==> config.mk <==
export PLATFORM = sky130hd
export DESIGN_NAME = bnn_conv_multi
export DESIGN_NICKNAME = d
export VERILOG_FILES = /design/src/rtl/bnn_conv_multi.sv
export SDC_FILE = /design/constraint.sdc
export NUM_CORES = 1
export LEC_CHECK = 0
export ABC_AREA = 1
export CAP_MARGIN = 30
export CORE_UTILIZATION = 45
export DETAILED_ROUTE_END_ITERATION = 8
export PLACE_DENSITY = 0.74
export REMOVE_ABC_BUFFERS = 1
export SYNTH_ARGS = -nofsm -noshare
export SYNTH_HDL_FRONTEND = slang
export SYNTH_SLANG_ARGS = --single-unit
export TNS_END_PERCENT = 10
==> constraint.sdc <==
create_clock -name clk -period 6.1 [get_ports clk]
set_clock_uncertainty 0.05 [all_clocks]
set_input_delay 0.915 -clock clk [delete_from_list [all_inputs] [get_ports clk]]
set_output_delay 0.915 -clock clk [all_outputs]
set_load 0.05 [all_outputs]
==> src/rtl/bnn_conv_multi.sv <==
// bnn_conv_multi: multi-kernel binary (XNOR/popcount) 3x3 convolution engine.
// Streams square bit-images (3..DATA_W wide) from the input SRAM, and applies NUM_K kernels with a
// runtime threshold. It writes one output word per kernel per output row. Images are processed
// back to back until a 0xFF header is read.
// Ports:
//   clk, reset                 clock, synchronous active-high reset
//   dut_run                    start pulse (sampled in IDLE only)
//   dut_busy, dut_error        run in progress / invalid header seen
//   dut_sram_read_address      header/row read address; sram_dut_read_data returns 1 cycle later
//   dut_sram_write_*           output word write port
//   dut_wmem_read_address      weight memory address; wmem_dut_read_data returns 1 cycle later
module bnn_conv_multi #(
    parameter int unsigned DATA_W = 16,
    parameter int unsigned NUM_K  = 2,
    parameter int unsigned ADDR_W = 12
) (
    input  logic              clk,
    input  logic              reset,
    input  logic              dut_run,
    output logic              dut_busy,
    output logic              dut_error,
    output logic [ADDR_W-1:0] dut_sram_read_address,
    input  logic [DATA_W-1:0] sram_dut_read_data,
    output logic [ADDR_W-1:0] dut_sram_write_address,
    output logic [DATA_W-1:0] dut_sram_write_data,
    output logic              dut_sram_write_enable,
    output logic [ADDR_W-1:0] dut_wmem_read_address,
    input  logic [DATA_W-1:0] wmem_dut_read_data
);

    typedef enum logic [2:0] {StIdle, StLoadW, StHdr, StFill, StCompute, StShift, StDone} state_e;

    localparam logic [3:0] KLast    = 4'(NUM_K);
    localparam logic [3:0] LoadLast = 4'(NUM_K + 1);
    localparam logic [7:0] MaxN     = 8'(DATA_W);

    state_e            r_state, w_state_next;
    logic [3:0]        r_cnt;        // cycles spent in the current state
    logic              r_busy, r_err, r_we;
    logic [DATA_W-1:0] r_wdata;
    logic [ADDR_W-1:0] r_waddr, r_wptr, r_raddr, r_wmaddr;
    logic [3:0]        r_thr;
    logic [8:0]        r_kern [NUM_K];
    logic [DATA_W-1:0] r_win0, r_win1, r_win2;   // top, middle, bottom window rows
    logic [7:0]        r_n, r_row;

    logic [7:0]        w_hdr;
    logic              w_hdr_term, w_hdr_bad, w_last_row;
    logic [8:0]        w_kern;
    logic [DATA_W-1:0] w_result;
    logic              w_unused;

    assign w_hdr      = sram_dut_read_data[7:0];
    assign w_hdr_term = (w_hdr == 8'hFF);
    assign w_hdr_bad  = (w_hdr < 8'd3) || (w_hdr > MaxN);
    assign w_last_row = (r_row == r_n - 8'd3);
    assign w_unused   = ^wmem_dut_read_data[DATA_W-1:9];

    // State register
    always_ff @(posedge clk) begin
        if (reset) begin
            r_state <= StIdle;
            r_cnt   <= '0;
        end else begin
            r_state <= w_state_next;
            r_cnt   <= (w_state_next != r_state) ? 4'd0 : r_cnt + 4'd1;
        end
    end

    // Next-state logic; read data is valid in count 1 of a state after its address was set.
    always_comb begin
        w_state_next = r_state;
        case (r_state)
            StIdle:    if (dut_run) w_state_next = StLoadW;
            StLoadW:   if (r_cnt == LoadLast) w_state_next = StHdr;
            StHdr: begin
                if (r_cnt == 4'd1) begin
                    w_state_next = (w_hdr_term || w_hdr_bad) ? StDone : StFill;
                end
            end
            StFill:    if (r_cnt == 4'd3) w_state_next = StCompute;
            StCompute: if (r_cnt == KLast) w_state_next = w_last_row ? StHdr : StShift;
            StShift:   if (r_cnt == 4'd1) w_state_next = StCompute;
            StDone:    w_state_next = StIdle;
            default:   w_state_next = StIdle;
        endcase
    end

    // Kernel for the write issued this cycle (k tracks the COMPUTE count)
    always_comb begin
        w_kern = '0;
        for (int k = 0; k < int'(NUM_K); k++) begin
            if (r_cnt == 4'(k)) w_kern = r_kern[k];
        end
    end

    // XNOR/popcount per output column; columns at or past N-2 are forced to 0
    always_comb begin
        logic [8:0] w_win9;
        logic [3:0] w_pop;
        w_result = '0;
        w_win9   = '0;
        w_pop    = '0;
        for (int c = 0; c < int'(DATA_W) - 2; c++) begin
            w_win9 = {r_win2[c +: 3], r_win1[c +: 3], r_win0[c +: 3]};
            w_pop  = '0;
            for (int j = 0; j < 9; j++) begin
                w_pop = w_pop + {3'b000, ~(w_win9[j] ^ w_kern[j])};
            end
            if ((w_pop >= r_thr) && (c + 2 < int'(r_n))) w_result[c] = 1'b1;
        end
    end

    // Datapath and registered outputs
    always_ff @(posedge clk) begin
        if (reset) begin
            r_busy   <= 1'b0;
            r_err    <= 1'b0;
            r_we     <= 1'b0;
            r_wdata  <= '0;
            r_waddr  <= '0;
            r_wptr   <= '0;
            r_raddr  <= '0;
            r_wmaddr <= '0;
            r_thr    <= '0;
            r_win0   <= '0;
            r_win1   <= '0;
            r_win2   <= '0;
            r_n      <= '0;
            r_row    <= '0;
            for (int k = 0; k < int'(NUM_K); k++) r_kern[k] <= '0;
        end else begin
            r_we <= 1'b0;
            case (r_state)
                StIdle: begin
                    if (dut_run) begin
                        r_busy   <= 1'b1;
                        r_err    <= 1'b0;
                        r_wmaddr <= '0;
                        r_raddr  <= '0;
                        r_wptr   <= '0;
                    end
                end
                StLoadW: begin
                    r_wmaddr <= r_wmaddr + 1'b1;
                    if (r_cnt == 4'd1) r_thr <= wmem_dut_read_data[3:0];
                    for (int k = 0; k < int'(NUM_K); k++) begin
                        if (r_cnt == 4'(k + 2)) r_kern[k] <= wmem_dut_read_data[8:0];
                    end
                end
                StHdr: begin
                    if (r_cnt == 4'd1) begin
                        r_n   <= w_hdr;
                        r_row <= '0;
                        if (w_hdr_term) begin
                            r_busy <= 1'b0;
                        end else if (w_hdr_bad) begin
                            r_busy <= 1'b0;
                            r_err  <= 1'b1;
                        end else begin
                            r_raddr <= r_raddr + 1'b1;
                        end
                    end
                end
                StFill: begin
                    // Address runs one ahead of the data; it stops on the third row.
                    if (r_cnt < 4'd2) r_raddr <= r_raddr + 1'b1;
                    if (r_cnt == 4'd1) r_win0 <= sram_dut_read_data;
                    if (r_cnt == 4'd2) r_win1 <= sram_dut_read_data;
                    if (r_cnt == 4'd3) r_win2 <= sram_dut_read_data;
                end
                StCompute: begin
                    if (r_cnt < KLast) begin
                        r_we    <= 1'b1;
                        r_wdata <= w_result;
                        r_waddr <= r_wptr;
                        r_wptr  <= r_wptr + 1'b1;
                    end else begin
                        // Next row, or the next header after the last row
                        r_raddr <= r_raddr + 1'b1;
                        if (!w_last_row) r_row <= r_row + 8'd1;
                    end
                end
                StShift: begin
                    if (r_cnt == 4'd1) begin
                        r_win0 <= r_win1;
                        r_win1 <= r_win2;
                        r_win2 <= sram_dut_read_data;
                    end
                end
                default: ;
            endcase
        end
    end

    assign dut_busy               = r_busy;
    assign dut_error              = r_err;
    assign dut_sram_read_address  = r_raddr;
    assign dut_sram_write_address = r_waddr;
    assign dut_sram_write_data    = r_wdata;
    assign dut_sram_write_enable  = r_we;
    assign dut_wmem_read_address  = r_wmaddr;

endmodule
==> results.cfg, run 1 <==
[run_status]
status = complete, but fails checks
violations = DRC

[timing]
hold_violations = 0
fmax_ghz = 0.177
rsz0062_at_grt = false
worstMarginPinSlew_ps = 975
setup_viol = 0
period_needed_ps = 5660
setup_tns_ps = 0
fin_ws_ps = 436
relSlewSlack_pct = 34.9
fin_hold_ws_ps = 414
finalCritPeriodShare_pct = 92.8
slew_violations = 0

[setup_path]
cp.arrival_ps = 5910
cp-startpoint = r_cnt[1]
cp-start-kind = flip-flop
endpoint_kind = flip-flop
cp.depth = 23
timing.critical_path.buf_inv = 7
reg2reg_to = dut_sram_write_data[11]
cp_slowest_cell = fa_1
crit_required_ps = 6350
slowest_delay_ps = 530
critPathCapture = dut_sram_write_data[11]
reg2reg_slack_ps = 440
worstReg2RegStart = r_cnt[1]
path_max_fanout = 14
critPathTopFamily = adder cells
path_class = flip-flop to flip-flop
crit_chain = inv_1, ha_1, nand2_2, clkinv_1, nand2_1, nand2_1, buf_4, xor2_1, fa_1, inv_1, fa_1, inv_1, fa_1, inv_1, fa_1, fa_1, inv_1, ha_1, a21boi_0, o21a_1, o21a_1, o221ai_1, a21oi_1
reg2reg_depth = 23

[global_route]
grt_pass1_wl_um = 46900
track_usage_pct = 22.2
first_global_vias = 9531
grt_max_degree = 73
antenna_found_initial = 0
gr-total-overflow = 0

[routing]
routed_wl_um = 29600
viasPerCell = 5.27
vias = 10000
drt_iter0_markers = 666
route.detailed.drc = 4
drtAntennaViolNets = 0
firstDrtPassIters = 9
route.detailed.wl_per_inst_um = 15.6

[logic_synthesis]
netlist_instances = 1487
synth-compound-area-share_pct = 15.9
ys_seq_area_share_pct = 27.8
async_flop_share_pct = 0
synthAdderAreaFrac_pct = 21.4
synth_edf_count = 18
synth_cell_types = 46
yosysWarnings = 0
yosys_register_bits = 158
synth_simple_gate_area_share_pct = 13.0
synth_xor_area_share_pct = 11.9
synth_top_family_by_area = adder cells
avgSynthCellArea_um2 = 8.09
netlist_area_um2 = 12000
synth_ff_type = dfxtp_1
synthMuxAreaShare_pct = 0

[cts]
cts.sinks = 158
clk_latency_ps = 440
cts-root-buf = clkbuf_16
cts_hold_buffers = 0
cts_setup_buffers = 0
cts_resized = 0
htree_num_levels = 4
cts_tree = built
clock_path_buffers = 2
path_clk_slew_ps = 70
cts_buffers = 17

[layout]
diodes = 0
seqCellArea_um2 = 3340
design_area_um2 = 13800
fin_nets = 1754
syn2layout_area_growth_pct = 14.4
multi_input_comb_area_um2 = 7490
instances_no_fill = 1903
final_util_pct = 52.7
fill_cells = 2427
post_route_cells_drive_above_1_share_pct = 6.19

[floorplanning]
core_area_um2 = 26100
die_area_um2 = 27400
num_rows = 59
die_h_um = 166
ios = 90
die_w_um = 166
start_util_pct = 46.0

[pwr]
fin_total_pwr_mw = 4.41
ir_worst_vdd_v = 0.000138
leakagePower_nw = 5.96
powerDensity_nw_per_um2 = 320

[placed_design]
io_buffers = 80
pre_cts_ws_ps = 366
gp_congestion = 0.853
hpwl_um = 21100
dp_cells = 1870
place_area_um2 = 13100

[run]
drv_cap = 0

[min_path]
hold_path.class = flip-flop to flip-flop
-- cell families (layout without fill, tap and decap cells) --
| kind of cell | after synthesis | in the layout |
|---|---|---|
| AND/OR/NAND/NOR | 351 | 351 |
| flip-flops | 158 | 158 |
| other | 1 | 2 |
| XOR/XNOR | 163 | 163 |
| AO/OA/AOI/OAI | 347 | 347 |
| adder cells (fa/ha/maj) | 164 | 164 |
| buffers and inverters | 303 | 383 |
-- where the power goes --
part | internal [mW] | switching, mW | total, mW
logic | 1.04 | 1.20 | 2.24
registers | 1.06 | 0.0124 | 1.08
clock network | 0.598 | 0.496 | 1.09
total | 2.70 | 1.71 | 4.41
-- flip-flops by register name, summed over array words and instances (netlist names) --
signal	flops
r_state	3
r_win2	16
r_n	8
r_win1	16
dut_wmem_read_address	12
dut_sram_write_enable	1
r_win0	16
dut_sram_read_address	12
dut_sram_write_data	14
r_wptr	12
r_cnt	4
r_kern	18
dut_busy	1
r_thr	4
dut_error	1
dut_sram_write_address	12
r_row	8
-- worst min path at each step --
stage | cells past startpoint | slack, ps | startpoint | to
floorplan | 1 | 370 | r_wptr[11] | r_wptr[11]
global placement | 1 | 380 | r_wptr[11] | r_wptr[11]
detailed placement | 1 | 400 | r_wptr[11] | r_wptr[11]
CTS | 1 | 410 | r_wptr[11] | r_wptr[11]
global route | 2 | 440 | dut_sram_write_data[3] | dut_sram_write_data[3]
finish | 2 | 410 | dut_sram_write_data[3] | dut_sram_write_data[3]
-- routing by layer --
layer	vias up	GRT usage [%]	part of all wire (%)
met5	-	0	0
met4	0	8.26	3.2
met3	63	3.82	6.1
met2	300	38.2	48
met1	4753	27.6	43
li1	4909	-	-
-- worst min-delay path, delay by kind of cell (launching register included) --
kind               cells  cell delay [ps]
and+or+nand+nor        1               60
AOI/OAI and AO/OA      1               50
DFF                    1              310
-- cell usage after synthesis, types with 2 or more instances --
master	number	area (µm²)
buf_4	13	97.6
nand4_1	9	56.3
clkinv_1	4	15.0
nor2_1	76	285
xor2_1	136	1190
o221ai_1	4	35.0
nor2_4	6	67.6
nand3_1	34	170
dfxtp_1	140	2800
nor4_2	2	25.0
fa_1	70	1400
a21boi_0	11	82.6
a21oi_1	122	611
nor4_1	2	12.5
inv_2	22	82.6
nand3_2	4	40.0
xnor2_1	27	236
nand2_1	194	728
nand2_4	2	22.5
nand2_2	5	31.3
buf_2	13	65.1
nor3_1	7	35.0
o21a_1	31	233
clkbuf_1	23	86.3
a31oi_1	4	25.0
ha_1	94	1180
nand3b_1	3	22.5
inv_1	228	856
o21ai_1	18	90.1
o211ai_1	3	22.5
o21ai_0	142	711
nor2_2	3	18.8
a211oi_1	4	30.0
a221oi_1	2	17.5
edfxtp_1	18	541
-- area by class of cell --
class	instances	share of cell area (%)
clock buffers	20	3.33
clock inverters	12	0.918
inverters	254	6.93
multi-input cells	1027	54.5
flip-flops and latches	158	24.3
well taps	335	3.05
repair buffers	97	7.04
-- cells in the final DEF, fill, tap and decap left out, drive strengths merged, types with 3 or more instances in the layout --
| cell type | count |
|---|---|
| clkdlybuf4s50 | 80 |
| nor4 | 4 |
| buf | 17 |
| o221ai | 4 |
| nand4 | 9 |
| nor2 | 86 |
| nand3b | 3 |
| ha | 94 |
| xor2 | 136 |
| dfxtp | 140 |
| o21a | 31 |
| clkbuf | 20 |
| nand2 | 201 |
| nand3 | 38 |
| a211oi | 4 |
| a21oi | 122 |
| xnor2 | 27 |
| o21ai | 160 |
| nor3 | 9 |
| o211ai | 3 |
| fa | 70 |
| edfxtp | 18 |
| inv | 256 |
| a21boi | 11 |
| clkinv | 7 |
| a31oi | 4 |
(Power assumes the default switching activity.)
==> run 2: changes to the inputs <==
--- a/config.mk
+++ b/config.mk
@@ -6,7 +6,7 @@
 export NUM_CORES = 1
 export LEC_CHECK = 0
 export ABC_AREA = 1
-export CAP_MARGIN = 30
+export CAP_MARGIN = 15
 export CORE_UTILIZATION = 45
 export DETAILED_ROUTE_END_ITERATION = 8
 export PLACE_DENSITY = 0.74
==> results.cfg, run 2 (synthesized netlist as in run 1, its figures left out) <==
[routing]
drt_iter0_markers = 701
routed_wl_um = 29700
firstDrtPassIters = 8
route.detailed.wl_per_inst_um = 15.6
route.detailed.drc = 4
viasPerCell = 5.25
vias = 9984
drtAntennaViolNets = 0

[layout]
fill_cells = 2428
diodes = 0
fin_nets = 1752
layout_common_cells = 228 x inv_1, 194 x nand2_1, 142 x o21ai_0
final_common_cell = inv_1
design_area_um2 = 13700
regMostFlops = r_kern
largest_reg_flops = 18
post_route_cells_drive_above_1_share_pct = 6.19
final_util_pct = 52.4
syn2layout_area_growth_pct = 13.8

[placed_design]
gp_congestion = 0.853
hpwl_um = 21000
place_area_um2 = 13100
io_buffers = 80

[timing]
setup_viol = 0
slew_violations = 0
period_needed_ps = 5680
worstMarginPinSlew_ps = 1080
setup_tns_ps = 0
hold_violations = 0
relSlewSlack_pct = 27.6
fmax_ghz = 0.176
finalCritPeriodShare_pct = 93.2
rsz0062_at_grt = false

[cts]
cts-root-buf = clkbuf_16
cts.sinks = 158
cts_hold_buffers = 0
path_clk_slew_ps = 80
clock_path_buffers = 2
cts_buffers = 17
cts_tree = built
cts_setup_buffers = 0
clk_latency_ps = 440
htree_num_levels = 4
cts_resized = 0

[floorplanning]
die_area_um2 = 27400
die_w_um = 166
ios = 90
num_rows = 59
start_util_pct = 46.0
core_area_um2 = 26100
die_h_um = 166

[setup_path]
endpoint_kind = flip-flop
path_max_fanout = 9
crit_required_ps = 6350
crit_chain = inv_1, ha_1, nand2_2, clkinv_1, nand2_1, nand2_1, buf_4, xor2_1, fa_1, inv_1, fa_1, inv_1, fa_1, inv_1, fa_1, fa_1, inv_1, ha_1, a21boi_0, o21a_1, o21a_1, o221ai_1, a21oi_1
path_class = flip-flop to flip-flop
cp.arrival_ps = 5940
cp-start-kind = flip-flop
slowest_delay_ps = 540
reg2reg_slack_ps = 420
cp_slowest_cell = fa_1

[global_route]
antenna_found_initial = 1
gr-total-overflow = 0
first_global_vias = 9518
grt_pass1_wl_um = 47800
track_usage_pct = 22.7
grt_max_degree = 73

[run_status]
status = complete, but fails checks
violations = DRC

[pwr]
powerDensity_nw_per_um2 = 320
ir_worst_vdd_v = 0.000137
leakagePower_nw = 5.94

[min_path]
hold_path.class = flip-flop to flip-flop

[run]
drv_cap = 0
run 2: cell types whose count changed in the layout (fill, tap and decap cells not counted), sizes merged:
cell,change
inv,+8
buf,-2
clkinvlp,-2
bufinv,-1
clkinv,-3
clkbuf,-2
run 2: area by class of cell:
class	instances	area, µm²	share of cell area [%]
Multi-Input combinational cell	1027	7490	54.7
Sequential cell	158	3340	24.4
Inverter	254	953	6.96
Timing Repair Buffer	95	913	6.67
Clock buffer	18	439	3.21
Tap cell	335	419	3.06
Clock inverter	14	136	0.996
run 2: critical path: cells and delay by family, from the launching register on:
kind,cells,cell delay [ps]
adders and majority gates,7,3020
AOI/OAI and AO/OA,5,850
buffers and inverters,7,720
and+or+nand+nor,3,290
DFF,1,410
xor gates and xnor gates,1,170
run 2: path summary, 6_finish.rpt:
path / from / endpoint / depth (start not counted)
max: r_cnt[1] / dut_sram_write_data[11] / 23
max reg2reg: r_cnt[1] / dut_sram_write_data[11] / 23
min: dut_busy / dut_busy / 2
min reg2reg: dut_busy / dut_busy / 2
run 2: metal layers:
layer / track usage (%) / wire [µm] / up-vias
met5: 0 / 13 / -
met4: 7.23 / 745 / 2
met3: 5.27 / 1990 / 63
met2: 38.9 / 14400 / 289
met1: 27.9 / 12600 / 4714
li1: - / - / 4916
run 2: through the flow:
stage	worst slack [ps]	cells	total power, mW	hold slack, ps
global placement	406	1868	3.19	382
finish	416	1901	4.39	411
floorplan	650	1439	2.84	368
CTS	322	1901	4.45	413
global route	91.1	1901	4.85	435
detailed placement	346	1869	3.35	401
run 2: power breakdown:
group          switching, mW  total, mW  internal, mW
clock network          0.525       1.08         0.559
logic                   1.20       2.23          1.03
registers             0.0125       1.07          1.06
total                   1.74       4.39          2.65
==> run 3: changes to the inputs <==
--- a/config.mk
+++ b/config.mk
@@ -7,9 +7,11 @@
 export LEC_CHECK = 0
 export ABC_AREA = 1
 export CAP_MARGIN = 15
-export CORE_UTILIZATION = 45
+export CELL_PAD_IN_SITES_DETAIL_PLACEMENT = 2
+export CELL_PAD_IN_SITES_GLOBAL_PLACEMENT = 2
+export CORE_UTILIZATION = 36
 export DETAILED_ROUTE_END_ITERATION = 8
-export PLACE_DENSITY = 0.74
+export PLACE_DENSITY = 0.91
 export REMOVE_ABC_BUFFERS = 1
 export SYNTH_ARGS = -nofsm -noshare
 export SYNTH_HDL_FRONTEND = slang
==> constraint.sdc (replaced) <==
create_clock -name clk -period 6.1 [get_ports clk]
set_clock_uncertainty 0.05 [all_clocks]
set_input_delay 0.915 -clock clk [delete_from_list [all_inputs] [get_ports clk]]
set_output_delay 0.915 -clock clk [all_outputs]
set_load 0.005 [all_outputs]
==> results.cfg, run 3 (synthesized netlist as in run 1, its figures left out) <==
[pwr]
p_int_mw = 2.78
powerDensity_nw_per_um2 = 353
p_switching_mw = 2.11
switching_share_pct = 43.2
p_comb_share_pct = 54.7
ir_worst_vdd_v = 0.000220
fin_total_pwr_mw = 4.89
seqPwrFrac_pct = 22.0
leakagePower_nw = 5.94
clock_power_share_pct = 23.3

[setup_path]
reg2reg_to = dut_sram_write_data[0]
cp-start-kind = flip-flop
cp.arrival_ps = 6210
reg2reg_depth = 21
path_max_fanout = 14
endpoint_kind = flip-flop
worstReg2RegStart = r_cnt[0]
crit_required_ps = 6370
path_class = flip-flop to flip-flop
reg2reg_slack_ps = 160

[placed_design]
hpwl_um = 31900
io_buffers = 80
gp_congestion = 0.832

[timing]
slew_violations = 0
finalCritPeriodShare_pct = 97.5
worstMarginPinSlew_ps = 1220
fin_hold_ws_ps = 407
hold_violations = 0
period_needed_ps = 5940
fmax_ghz = 0.168
setup_viol = 0
relSlewSlack_pct = 18.5

[cts]
cts-root-buf = clkbuf_16
clk_latency_ps = 470
cts.sinks = 158
cts_tree = built
clock_path_buffers = 2
cts_buffers = 17
cts_hold_buffers = 0
path_clk_slew_ps = 70
htree_num_levels = 4

[routing]
route.detailed.drc = 0
firstDrtPassIters = 5
drtAntennaViolNets = 0
vias = 10700
routed_wl_um = 45300
wl_met3_um = 1370
route.top_layer_used = met4
met2_length_um = 24200
viasPerCell = 5.33
route.detailed.wl_per_inst_um = 22.6
m1WireLength_um = 17900
drt_iter0_markers = 396

[min_path]
hold_path_depth = 1
hp-start = r_wptr[11]
hold_path.class = flip-flop to flip-flop
hold_end = r_wptr[11]

[layout]
post_route_cells_drive_above_1_share_pct = 6.25
largest_reg_flops = 18
layout_common_cells = 228 x inv_1, 194 x nand2_1, 141 x o21ai_0
fin_nets = 1753
syn2layout_area_growth_pct = 15.1
final_common_cell = inv_1
regMostFlops = r_kern

[floorplanning]
die_w_um = 185
die_h_um = 185
die_area_um2 = 34200
ios = 90
num_rows = 66
start_util_pct = 36.8
core_area_um2 = 32700

[global_route]
grt_max_degree = 47
track_usage_pct = 27.5
grt_pass1_wl_um = 70400
first_global_vias = 12500
gr-total-overflow = 0
antenna_found_initial = 1

[run]
drv_cap = 0

[run_status]
status = completed
[run 3: power by group through the flow]
stage / clock network [mW] / logic [mW] / registers (mW)
after global placement: 0 / 2.13 / 1.10
after floorplan: 0 / 1.73 / 1.10
after CTS: 1.15 / 2.70 / 1.08
after detailed placement: 0 / 2.55 / 1.10
after global routing: 1.19 / 2.98 / 1.08
final: 1.14 / 2.67 / 1.08
[run 3: area by class of cell]
| type | instances | area, µm² |
|---|---|---|
| flip-flops and latches | 158 | 3340 |
| repair buffers | 96 | 921 |
| clock buffers | 18 | 433 |
| clock inverters | 14 | 150 |
| well taps | 442 | 553 |
| diodes | 1 | 2.50 |
| multi-input cells | 1027 | 7500 |
| fillers | 3683 | 18800 |
| inverters | 254 | 957 |
[run 3: worst max path at each step]
stage	start	endpoint	slack, ps	cells after the start
global placement	r_cnt[1]	dut_sram_write_data[10]	410	23
global route	r_cnt[0]	dut_sram_write_data[0]	-0.2	21
detailed placement	r_cnt[1]	dut_sram_write_data[10]	80	23
floorplan	r_cnt[1]	dut_sram_write_data[11]	650	22
finish	r_cnt[0]	dut_sram_write_data[0]	160	21
CTS	r_cnt[1]	dut_sram_write_data[10]	50	23
[run 3: metal layers]
layer,vias up,global-route usage (%)
met1,5461,30.0
met5,-,0
li1,4892,-
met4,0,13.1
met2,243,51.6
met3,121,4.25
[run 3: repair_timing]
item                                    in CTS  in global routing
setup buffers                                0                  1
gates resized for setup                      0                  3
endpoints found under the setup margin       0                  9
[run 3: critical path: stages, from the launching register on]
cell and delay (ps):
dfxtp_1 430, ha_1 260, clkinv_1 300, nand3_1 190, nand2_1 70, buf_4 240
xnor2_1 210, fa_1 590, inv_1 70, fa_1 540, inv_1 60, fa_1 540
inv_1 70, fa_1 450, fa_1 510, inv_1 50, ha_1 270, a21boi_0 140
o21a_1 210, o21a_1 200, o22ai_1 220, a21oi_1 110
[run 3: stage by stage]
stage               setup slack (ps)  cell area, µm²  std cells  TNS [ps]  utilization, %
global placement                 410           13300       1976         0            40.5
global route                  -0.170           13900       2009    -0.170            42.4
detailed placement              76.6           13300       1976         0            40.5
CTS                             53.5           13800       2008         0            42.3
floorplan                        650           11800       1439         0               -
finish                           155           13900       2010         0            42.4
